===== src/rtl/qmem_width_bridge_pkg.sv =====
// Shared definitions for the QMEM width-down-converting bridge:
// FSM state encoding, a constant log2 helper and the lane-order mapping.
package qmem_width_bridge_pkg;

    typedef enum logic [1:0] {
        ST_IDLE = 2'd0,
        ST_BEAT = 2'd1,
        ST_DONE = 2'd2
    } qmem_state_e;

    // Ceiling log2 for elaboration-time width calculations.
    function automatic int qmem_clog2(input int value);
        int res;
        res = 0;
        while ((1 << res) < value) begin
            res = res + 1;
        end
        return res;
    endfunction

    // Master lane carried by a given slave beat. With big-endian ordering the
    // most-significant lane goes out first, at the lowest slave address.
    function automatic int qmem_lane(input int beat, input int ratio, input int big_endian);
        return (big_endian != 0) ? (ratio - 1 - beat) : beat;
    endfunction

endpackage


===== src/rtl/qmem_width_bridge_beat_sel.sv =====
// Next-needed-beat priority encoder. Finds the lowest beat index above `cur`
// (or from 0 when `first` is set) whose byte-select slice is non-empty; with
// SKIP_EMPTY=0 every beat counts as needed.
module qmem_beat_sel
    import qmem_width_bridge_pkg::*;
#(
    parameter int MSW        = 4,
    parameter int SSW        = 2,
    parameter int RATIO      = 2,
    parameter int BW         = 1,
    parameter int BIG_ENDIAN = 1,
    parameter int SKIP_EMPTY = 1
) (
    input  logic [MSW-1:0] sel,
    input  logic [BW-1:0]  cur,
    input  logic           first,
    output logic           found,
    output logic [BW-1:0]  nxt
);

    logic [RATIO-1:0] need_s;

    genvar g;
    for (g = 0; g < RATIO; g = g + 1) begin : g_need
        localparam int LANE = qmem_lane(g, RATIO, BIG_ENDIAN);
        assign need_s[g] = (SKIP_EMPTY != 0) ? (|sel[LANE*SSW +: SSW]) : 1'b1;
    end

    // Scan from the top down so the lowest qualifying index is the one kept.
    always_comb begin
        found = 1'b0;
        nxt   = '0;
        for (int i = RATIO - 1; i >= 0; i--) begin
            found = found | (need_s[i] & (first | (i > int'(cur))));
            nxt   = (need_s[i] & (first | (i > int'(cur)))) ? BW'(i) : nxt;
        end
    end

endmodule


===== src/rtl/qmem_width_bridge.sv =====
// QMEM width-down-converting bridge. One wide master access is split into up
// to RATIO narrow slave beats (empty beats optionally skipped); read data is
// reassembled lane by lane, and slave errors or a per-beat timeout complete
// the access early with m_err set. All outputs are registered.
module qmem_width_bridge
    import qmem_width_bridge_pkg::*;
#(
    parameter int AW         = 22,
    parameter int MDW        = 32,
    parameter int SDW        = 16,
    parameter int MSW        = MDW / 8,
    parameter int SSW        = SDW / 8,
    parameter int BIG_ENDIAN = 1,
    parameter int SKIP_EMPTY = 1,
    parameter int TO_W       = 8
) (
    input  logic           clk,
    input  logic           rst,
    input  logic [AW-1:0]  m_adr,
    input  logic           m_cs,
    input  logic           m_we,
    input  logic [MSW-1:0] m_sel,
    input  logic [MDW-1:0] m_dat_w,
    output logic [MDW-1:0] m_dat_r,
    output logic           m_ack,
    output logic           m_err,
    output logic [AW-1:0]  s_adr,
    output logic           s_cs,
    output logic           s_we,
    output logic [SSW-1:0] s_sel,
    output logic [SDW-1:0] s_dat_w,
    input  logic [SDW-1:0] s_dat_r,
    input  logic           s_ack,
    input  logic           s_err
);

    localparam int RATIO     = MDW / SDW;
    localparam int BW        = qmem_clog2(RATIO);
    localparam int SLOG      = qmem_clog2(SSW);
    localparam int MLOG      = qmem_clog2(MSW);
    localparam int HW        = AW - MLOG;
    localparam int TO_CW     = (TO_W > 0) ? TO_W : 1;
    localparam int TO_LAST_I = (TO_CW > 1) ? ((1 << TO_CW) - 2) : 0;
    localparam logic [TO_CW-1:0] TO_LAST = TO_CW'(TO_LAST_I);

    // Slave address of a beat: master word address, beat index, zero byte offset.
    function automatic logic [AW-1:0] beat_adr(input logic [HW-1:0] hi, input logic [BW-1:0] beat);
        logic [AW-1:0] a;
        a = '0;
        a[AW-1:SLOG] = {hi, beat};
        return a;
    endfunction

    qmem_state_e    state_r, state_nxt_s;
    logic [HW-1:0]  adr_hi_r, adr_hi_nxt_s;
    logic           we_r, we_nxt_s;
    logic [MSW-1:0] sel_r, sel_nxt_s;
    logic [MDW-1:0] dat_w_r, dat_w_nxt_s;
    logic [BW-1:0]  beat_r, beat_nxt_s;
    logic [TO_CW-1:0] to_cnt_r, to_cnt_nxt_s;

    logic [MDW-1:0] m_dat_r_nxt_s;
    logic           m_ack_nxt_s, m_err_nxt_s;
    logic [AW-1:0]  s_adr_nxt_s;
    logic           s_cs_nxt_s, s_we_nxt_s;
    logic [SSW-1:0] s_sel_nxt_s;
    logic [SDW-1:0] s_dat_w_nxt_s;

    logic           idle_s;
    logic [MSW-1:0] sel_src_s;
    logic [MDW-1:0] dat_src_s;
    logic [HW-1:0]  hi_src_s;
    logic [MLOG-1:0] adr_lo_unused_s;
    logic           found_s;
    logic [BW-1:0]  nxt_beat_s;
    logic [BW-1:0]  ld_lane_s, cur_lane_s;
    logic [AW-1:0]  ld_adr_s;
    logic [SSW-1:0] ld_sel_s;
    logic [SDW-1:0] ld_dat_s;
    logic           to_hit_s;

    // In IDLE the first beat is prepared straight from the master inputs so it
    // can be issued on the cycle after the request is sampled.
    assign idle_s          = (state_r == ST_IDLE);
    assign sel_src_s       = idle_s ? m_sel : sel_r;
    assign dat_src_s       = idle_s ? m_dat_w : dat_w_r;
    assign hi_src_s        = idle_s ? m_adr[AW-1:MLOG] : adr_hi_r;
    assign adr_lo_unused_s = m_adr[MLOG-1:0];

    qmem_beat_sel #(
        .MSW        (MSW),
        .SSW        (SSW),
        .RATIO      (RATIO),
        .BW         (BW),
        .BIG_ENDIAN (BIG_ENDIAN),
        .SKIP_EMPTY (SKIP_EMPTY)
    ) u_beat_sel (
        .sel   (sel_src_s),
        .cur   (beat_r),
        .first (idle_s),
        .found (found_s),
        .nxt   (nxt_beat_s)
    );

    assign ld_lane_s  = BW'(qmem_lane(int'(nxt_beat_s), RATIO, BIG_ENDIAN));
    assign cur_lane_s = BW'(qmem_lane(int'(beat_r), RATIO, BIG_ENDIAN));
    assign ld_adr_s   = beat_adr(hi_src_s, nxt_beat_s);
    assign ld_sel_s   = sel_src_s[ld_lane_s*SSW +: SSW];
    assign ld_dat_s   = dat_src_s[ld_lane_s*SDW +: SDW];
    assign to_hit_s   = (TO_W > 0) && (to_cnt_r == TO_LAST);

    // Next-state and next-output logic; every register holds unless changed.
    always_comb begin
        state_nxt_s   = state_r;
        adr_hi_nxt_s  = adr_hi_r;
        we_nxt_s      = we_r;
        sel_nxt_s     = sel_r;
        dat_w_nxt_s   = dat_w_r;
        beat_nxt_s    = beat_r;
        to_cnt_nxt_s  = to_cnt_r;
        m_dat_r_nxt_s = m_dat_r;
        m_ack_nxt_s   = 1'b0;
        m_err_nxt_s   = 1'b0;
        s_adr_nxt_s   = s_adr;
        s_cs_nxt_s    = s_cs;
        s_we_nxt_s    = s_we;
        s_sel_nxt_s   = s_sel;
        s_dat_w_nxt_s = s_dat_w;
        case (state_r)
            ST_IDLE: begin
                if (m_cs) begin
                    adr_hi_nxt_s  = m_adr[AW-1:MLOG];
                    we_nxt_s      = m_we;
                    sel_nxt_s     = m_sel;
                    dat_w_nxt_s   = m_dat_w;
                    m_dat_r_nxt_s = '0;
                    to_cnt_nxt_s  = '0;
                    if (found_s) begin
                        state_nxt_s   = ST_BEAT;
                        beat_nxt_s    = nxt_beat_s;
                        s_cs_nxt_s    = 1'b1;
                        s_we_nxt_s    = m_we;
                        s_adr_nxt_s   = ld_adr_s;
                        s_sel_nxt_s   = ld_sel_s;
                        s_dat_w_nxt_s = ld_dat_s;
                    end else begin
                        // Fully masked access: complete without touching the slave.
                        state_nxt_s = ST_DONE;
                        s_cs_nxt_s  = 1'b0;
                        m_ack_nxt_s = 1'b1;
                    end
                end else begin
                    s_cs_nxt_s = 1'b0;
                end
            end
            ST_BEAT: begin
                if (s_err) begin
                    // Error wins over a simultaneous ack; remaining beats dropped.
                    state_nxt_s = ST_DONE;
                    s_cs_nxt_s  = 1'b0;
                    m_ack_nxt_s = 1'b1;
                    m_err_nxt_s = 1'b1;
                end else if (s_ack) begin
                    m_dat_r_nxt_s[cur_lane_s*SDW +: SDW] = s_dat_r;
                    if (found_s) begin
                        beat_nxt_s    = nxt_beat_s;
                        to_cnt_nxt_s  = '0;
                        s_adr_nxt_s   = ld_adr_s;
                        s_sel_nxt_s   = ld_sel_s;
                        s_dat_w_nxt_s = ld_dat_s;
                    end else begin
                        state_nxt_s = ST_DONE;
                        s_cs_nxt_s  = 1'b0;
                        m_ack_nxt_s = 1'b1;
                    end
                end else if (to_hit_s) begin
                    state_nxt_s = ST_DONE;
                    s_cs_nxt_s  = 1'b0;
                    m_ack_nxt_s = 1'b1;
                    m_err_nxt_s = 1'b1;
                end else begin
                    to_cnt_nxt_s = to_cnt_r + 1'b1;
                end
            end
            ST_DONE: begin
                state_nxt_s = ST_IDLE;
                s_cs_nxt_s  = 1'b0;
            end
            default: begin
                state_nxt_s = ST_IDLE;
                s_cs_nxt_s  = 1'b0;
            end
        endcase
    end

    // State, latched request and registered outputs; reset clears everything.
    always_ff @(posedge clk) begin
        if (rst) begin
            state_r  <= ST_IDLE;
            adr_hi_r <= '0;
            we_r     <= 1'b0;
            sel_r    <= '0;
            dat_w_r  <= '0;
            beat_r   <= '0;
            to_cnt_r <= '0;
            m_dat_r  <= '0;
            m_ack    <= 1'b0;
            m_err    <= 1'b0;
            s_adr    <= '0;
            s_cs     <= 1'b0;
            s_we     <= 1'b0;
            s_sel    <= '0;
            s_dat_w  <= '0;
        end else begin
            state_r  <= state_nxt_s;
            adr_hi_r <= adr_hi_nxt_s;
            we_r     <= we_nxt_s;
            sel_r    <= sel_nxt_s;
            dat_w_r  <= dat_w_nxt_s;
            beat_r   <= beat_nxt_s;
            to_cnt_r <= to_cnt_nxt_s;
            m_dat_r  <= m_dat_r_nxt_s;
            m_ack    <= m_ack_nxt_s;
            m_err    <= m_err_nxt_s;
            s_adr    <= s_adr_nxt_s;
            s_cs     <= s_cs_nxt_s;
            s_we     <= s_we_nxt_s;
            s_sel    <= s_sel_nxt_s;
            s_dat_w  <= s_dat_w_nxt_s;
        end
    end

endmodule


===== config.mk =====
export PLATFORM = sky130hd
export DESIGN_NAME = qmem_width_bridge
export DESIGN_NICKNAME = d
export VERILOG_FILES = /design/src/rtl/qmem_width_bridge_pkg.sv /design/src/rtl/qmem_width_bridge_beat_sel.sv /design/src/rtl/qmem_width_bridge.sv
export SDC_FILE = /design/constraint.sdc
export NUM_CORES = 1
export LEC_CHECK = 0
export BUFFER_PORTS_ARGS = -buffer_cell sky130_fd_sc_hd__buf_4
export CAP_MARGIN = 20
export CORE_UTILIZATION = 48
export CTS_CLUSTER_SIZE = 10
export DETAILED_ROUTE_END_ITERATION = 10
export PLACE_DENSITY = 0.77
export REMOVE_ABC_BUFFERS = 1
export SYNTH_ARGS = -nofsm -noshare
export SYNTH_HDL_FRONTEND = slang
export SYNTH_SLANG_ARGS = --single-unit

===== constraint.sdc =====
create_clock -name clk -period 1.8 [get_ports clk]
set_input_delay 0.09 -clock clk [delete_from_list [all_inputs] [get_ports clk]]
set_output_delay 0.09 -clock clk [all_outputs]
set_load 0.01 [all_outputs]

==> impl_metrics.env, run 1 <==
export IMPL_rsz0062_at_grt="true"
export IMPL_cap_violations=0
export IMPL_core_area_um2=12100
export IMPL_nFillCells=837
export IMPL_synth_top_family_by_area="simple AND/OR/NAND/NOR gates"
export IMPL_synth_xor_area_share_pct=0
export IMPL_dr_pass1_iters=5
export IMPL_dp_cells=1049
export IMPL_power_total_mw=8.54
export IMPL_drc=0
export IMPL_port_buffers=152
export IMPL_cts_sinks=141
export IMPL_startpoint_type="flip-flop"
export IMPL_status="finished with violations"
export IMPL_clock_path_buffers=2
export IMPL_p_leak_nw=3.62
export IMPL_worstPathRequired_ns=2.15
export IMPL_antennaDiodeCount=0
export IMPL_placed_cell_area_um2=7430
export IMPL_numCtsBuffers=17
export IMPL_final_setup_viol_count=2
export IMPL_synth_simple_area_share_pct=24.3
export IMPL_skew_ns=0.00805
export IMPL_slew_headroom_pct=53.1
export IMPL_post_route_util_pct=73.5
export IMPL_drive_gt1_share_pct=25.1
export IMPL_place_ws_ns=-0.124
export IMPL_yosysTopAreaCellShare_pct=47.3
export IMPL_synth_compound_area_share_pct=22.4
export IMPL_synth_cells=752
export IMPL_globalRouteOverflowTotal=0
export IMPL_finalCriticalPeriod_ns=1.82
export IMPL_die_area_um2=12900
export IMPL_grt_pass1_wl_mm=30.1
export IMPL_drv_slew=0
export IMPL_grtUsageTotal_pct=29.7
export IMPL_initial_core_util_pct=49.5
export IMPL_fin_crit_sh_pct=101
export IMPL_worstPathArrival_ns=2.17
export IMPL_hp_class="input pin to flip-flop"
export IMPL_synthToLayoutAreaGrowth_pct=48.7
export IMPL_fin_area_um2=8870
export IMPL_cts_max_level=4
export IMPL_crit_type="flip-flop to flip-flop"
export IMPL_worst_pin_slew_ns=0.703
export IMPL_synth_adder_area_share_pct=0.419
export IMPL_p_per_area_nw_per_um2=962
export IMPL_synth_edf_count=0
export IMPL_hold_worst_slack_ns=0.0311
export IMPL_first_iter_violations=653
export IMPL_die_h_um=113
export IMPL_instances_no_fill=1156
export IMPL_yosysTopAreaCell="dfxtp_1"
export IMPL_ys_flop_type="dfxtp_1"
export IMPL_num_rows=40
export IMPL_synth_seq_area_share_pct=47.3
export IMPL_violations="setup timing"
export IMPL_finalSetupTns_ns=-0.0312
export IMPL_setup_slack_ns=-0.0245
export IMPL_cts_tree="done"
export IMPL_insertion_delay_ns=0.42
export IMPL_drtAntennaViolNets=0
export IMPL_muxShareOfSynthArea_pct=0.713
export IMPL_end_kind="flip-flop"
export IMPL_worstPathMaxFanout=5
export IMPL_ir_drop_mv=0.728
export IMPL_routed_wirelength_mm=19.1
export IMPL_num_vias=6591
export IMPL_synthDistinctLibCells=57
export IMPL_grt_pass1_vias=6308
export IMPL_nets=1059
export IMPL_clk_pin_slew_worst_paths_ns=0.06
export IMPL_grt_max_degree=81
export IMPL_yosysWarnings=0
export IMPL_io_pins=156
export IMPL_drt_vias_per_instance=5.70
export IMPL_place_congestion=0.893
export IMPL_hpwl_mm=11.5
export IMPL_finalHoldViolCount=0
export IMPL_async_reset_ff_share_pct=0
export IMPL_max_freq_mhz=548
export IMPL_ys_seq_elements=141
export IMPL_antenna_found_initial=0
export IMPL_wire_per_inst_um=16.5
export IMPL_syn_area_um2=5970
export IMPL_ys_top_cells_by_area="dfxtp_1, nand2_1, a21oi_1"
export IMPL_avgSynthCellArea_um2=7.93
export IMPL_die_x_um=113
export IMPL_clock_root_buffer="clkbuf_16"
==> report_power, final <==
group / total, mW / switching [mW] / leakage (nW) / internal [mW]
clock: 3.43 / 1.26 / 0.278 / 2.16
combinational: 1.66 / 0.884 / 2.19 / 0.772
sequential: 3.45 / 0.121 / 1.15 / 3.33
==> metal layers <==
| metal | vias up | part of all wire [%] | wire [um] | track usage (%) |
|---|---|---|---|---|
| met5 | - | 0 | 0 | 0 |
| met4 | 0 | 3.5 | 673 | 15.2 |
| met3 | 83 | 8.3 | 1590 | 7.92 |
| met2 | 368 | 49 | 9350 | 50.4 |
| met1 | 3039 | 39 | 7470 | 34.4 |
| li1 | 3101 | - | - | - |
==> cell usage after synthesis, types with 2 or more instances <==
cell type  count
a31o_1         2
nand4_1        5
dfxtp_1      141
a21oi_1       84
or3b_1         3
buf_4          2
or2_1          3
inv_1          7
o21ai_1        3
ha_1           2
a221o_1        2
and3_1         2
buf_1          4
nor3b_1        2
nand2_1      188
nand2b_1       8
o21ai_0       20
a22oi_1       32
mux2i_1        2
nand3b_1       2
a31oi_1        3
clkbuf_1      51
o22ai_1        2
o32a_1         2
nor2b_1        4
nand3_1       57
nor3_1         3
or3_1          2
nor2_1        42
a32o_1        16
buf_2          7
a211oi_1       2
a311oi_1      22
o211ai_1       2
==> worst paths after layout <==
path                   start          to  slack, ns  cells after the start
hold / removal         s_err       m_err       0.03                      3
setup reg to reg  state_r[0]    s_sel[1]      -0.02                      5
setup / recovery  state_r[0]    s_sel[1]      -0.02                      5
hold reg to reg   dat_w_r[9]  dat_w_r[9]       0.45                      2
==> sequential cells by signal, indices dropped and copies added, names as in the netlist <==
register  flops
dat_w_r      32
s_cs          1
s_sel         2
s_we          1
s_adr        21
s_dat_w      16
m_err         1
m_ack         1
adr_hi_r     20
state_r       2
m_dat_r      32
sel_r         4
to_cnt_r      8
==> cell usage in the layout, fill, tap and decap left out, types with 2 or more instances in the layout <==
cell,Yosys,layout
o22ai_1,2,2
nor2_1,42,40
dfxtp_1,141,139
o211ai_1,2,2
nand3b_1,2,2
ha_1,2,2
a311oi_1,22,22
a31oi_1,3,3
nand2b_1,8,8
clkbuf_8,0,4
nand2_1,188,187
clkinv_2,0,2
buf_12,0,4
a221o_1,2,2
clkbuf_16,0,17
or3_4,0,2
inv_1,7,7
a32o_1,16,16
clkbuf_1,51,3
nor2_4,0,2
nor3_2,1,2
buf_6,0,6
o21ai_1,3,3
a21oi_1,84,83
o32a_1,2,2
nor3_1,3,2
a31o_1,2,2
o21ai_0,20,20
buf_4,2,186
a22oi_1,32,32
dlygate4sd3_1,0,73
clkinvlp_4,0,2
nand3_1,57,57
or3b_4,0,2
a211oi_1,2,2
or2_1,3,3
nor2b_1,4,4
and3_1,2,2
nand4_1,5,5
bufinv_16,0,2
==> timing repair <==
| action | in CTS | in global routing |
|---|---|---|
| setup endpoints to repair | 41 | 17 |
| hold buffers | 73 | 0 |
| setup buffers | 0 | 3 |
| endpoints found under the hold margin | 109 | 0 |
| pin swaps | 0 | 4 |
| cloned | 1 | 0 |
| gates resized for setup | 9 | 17 |
==> final cells by class <==
type                            count  area [um^2]  share of cell area [%]
Clock buffer                       24          492                    5.54
Clock inverter                      6         85.1                   0.959
Inverter                            8         30.0                   0.339
Multi-Input combinational cell    539         2940                    33.1
Sequential cell                   141         2830                    31.9
Tap cell                          168          210                    2.37
Timing Repair Buffer              270         2290                    25.8
==> critical path: stages, from the launching register on <==
cell	delay, ns
dfxtp_4	0.36
buf_12	0.13
or3b_4	0.40
and2_4	0.17
or4_4	0.54
a21oi_2	0.15
==> cell families (layout without fill, tap and decap cells) <==
kind of cell	Yosys count	after routing
simple gates	330	330
compound gates	202	202
flops	141	141
buf+inv	72	308
mux	4	4
fa+ha+maj	2	2
other cells	1	1
Note: power is estimated with default switching activity, not from simulation.
==> run 2, diff against run 1 <==
--- a/config.mk
+++ b/config.mk
@@ -7,11 +7,11 @@
 export LEC_CHECK = 0
 export BUFFER_PORTS_ARGS = -buffer_cell sky130_fd_sc_hd__buf_4
 export CAP_MARGIN = 20
+export CORE_ASPECT_RATIO = 1.5
 export CORE_UTILIZATION = 48
 export CTS_CLUSTER_SIZE = 10
 export DETAILED_ROUTE_END_ITERATION = 10
 export PLACE_DENSITY = 0.77
-export REMOVE_ABC_BUFFERS = 1
 export SYNTH_ARGS = -nofsm -noshare
 export SYNTH_HDL_FRONTEND = slang
 export SYNTH_SLANG_ARGS = --single-unit
==> impl_metrics.env, run 2 (synthesis results as in run 1) <==
export IMPL_nets=1056
export IMPL_core_area_um2=12100
export IMPL_largest_registers="dat_w_r (32), m_dat_r (32), s_adr (21)"
export IMPL_port_buffers=152
export IMPL_drv_slew=0
export IMPL_startpoint_type="flip-flop"
export IMPL_worstPathArrival_ns=2.11
export IMPL_num_vias=6723
export IMPL_finalCriticalPeriod_ns=1.77
export IMPL_insertion_delay_ns=0.42
export IMPL_io_pins=156
export IMPL_fin_area_um2=8800
export IMPL_drt_vias_per_instance=5.90
export IMPL_cts_max_level=4
export IMPL_whs_path_depth=3
export IMPL_num_rows=49
export IMPL_hpwl_mm=12.2
export IMPL_first_iter_violations=553
export IMPL_antenna_found_initial=0
export IMPL_max_freq_mhz=565
export IMPL_crit_type="flip-flop to flip-flop"
export IMPL_grt_pass1_vias=6553
export IMPL_finalHoldViolCount=0
export IMPL_layout_common_cells="nand2_1, buf_4, dfxtp_1"
export IMPL_syn_num_nets=834
export IMPL_final_setup_viol_count=0
export IMPL_skew_ns=0.0108
export IMPL_rsz0062_at_grt="true"
export IMPL_timing_rr_start="state_r[0]"
export IMPL_globalRouteOverflowTotal=0
export IMPL_numCtsBuffers=17
export IMPL_clk_pin_slew_worst_paths_ns=0.06
export IMPL_drtAntennaViolNets=0
export IMPL_worstPathRequired_ns=2.14
export IMPL_nFillCells=862
export IMPL_ir_drop_mv=0.819
export IMPL_final_common_cell="nand2_1"
export IMPL_antennaDiodeCount=0
export IMPL_fin_crit_sh_pct=98.3
export IMPL_instances_no_fill=1139
export IMPL_synthToLayoutAreaGrowth_pct=47.5
export IMPL_grt_max_degree=86
export IMPL_holdPathEnd="m_err"
export IMPL_worstPathMaxFanout=5
export IMPL_status="finished, final reports clean"
export IMPL_power_total_mw=8.34
export IMPL_die_x_um=93.0
export IMPL_reg2reg_depth=5
export IMPL_hp_class="input pin to flip-flop"
export IMPL_initial_core_util_pct=49.4
export IMPL_die_area_um2=12900
export IMPL_wire_per_inst_um=17.5
export IMPL_drc=0
export IMPL_p_per_area_nw_per_um2=948
export IMPL_end_kind="flip-flop"
export IMPL_placed_cell_area_um2=7400
export IMPL_multi_input_area_um2=2960
export IMPL_reg2reg_slack_ns=0.03
export IMPL_r2r_end="s_sel[1]"
export IMPL_grtUsageTotal_pct=30.5
export IMPL_regArea_um2=2820
export IMPL_routed_wirelength_mm=19.9
export IMPL_min_from="s_err"
export IMPL_place_congestion=0.857
export IMPL_dp_cells=1033
export IMPL_cts_tree="done"
export IMPL_die_h_um=139
export IMPL_grt_pass1_wl_mm=31.4
export IMPL_cts_sinks=141
export IMPL_drive_gt1_share_pct=25.7
export IMPL_hold_worst_slack_ns=0.0298
export IMPL_clock_root_buffer="clkbuf_16"
export IMPL_p_leak_nw=3.58
export IMPL_cap_violations=0
export IMPL_dr_pass1_iters=6
export IMPL_clock_path_buffers=2
run 2: per-layer routing:
metal,track usage (%),share of wire [%],vias to the layer above
met1,33.9,37,3179
met4,16.5,3.8,0
met2,53.1,53,367
met5,0,0,-
met3,6.96,7.0,77
li1,-,-,3100
run 2: worst max-delay path by stage:
stage	start	to	slack, ns	depth (start not counted)
2_1_floorplan	state_r[0]	s_dat_w[10]	0.06	5
3_3_place_gp	state_r[0]	m_dat_r[10]	0.05	6
3_5_place_dp	m_sel[3]	s_dat_w[9]	-0.03	5
4_1_cts	state_r[0]	s_adr[5]	0.01	6
5_1_grt	state_r[0]	s_adr[14]	-0.03	6
6_report	state_r[0]	s_sel[1]	0.03	5
run 2: cell type report:
type	instances	area share, %
tap	153	2.18
clock buffer	20	5.30
sequential	141	32.1
multi-input combinational	540	33.7
clock inverter	11	0.967
timing repair buffer	266	25.4
inverter	8	0.341
run 2: worst max-delay path, stage by stage (launching register included):
cell and delay [ns]:
dfxtp_2 0.33, buf_4 0.16, nor2_4 0.17, mux2_2 0.40
or4_1 0.51, a21oi_1 0.13
run 2: power by group:
part / switching [mW] / internal, mW
logic: 0.907 / 0.756
clock network: 1.35 / 1.88
registers: 0.122 / 3.33
run 2: stage by stage:
step                worst slack (ns)  setup TNS [ns]  util [%]
global route                 -0.0301          -0.116      72.8
detailed placement           -0.0311          -0.309      61.3
finish                        0.0301               0      72.8
floorplan                     0.0573               0         -
CTS                           0.0115               0      72.0
global placement              0.0488               0      61.3
run 2: timing repair:
action | in CTS | in global routing
gates cloned | 0 | 1
setup buffers | 0 | 1
gates resized for setup | 3 | 18
setup endpoints to repair | 31 | 56
pin swaps | 0 | 3
hold buffers | 73 | 0
hold endpoints to repair | 109 | 0
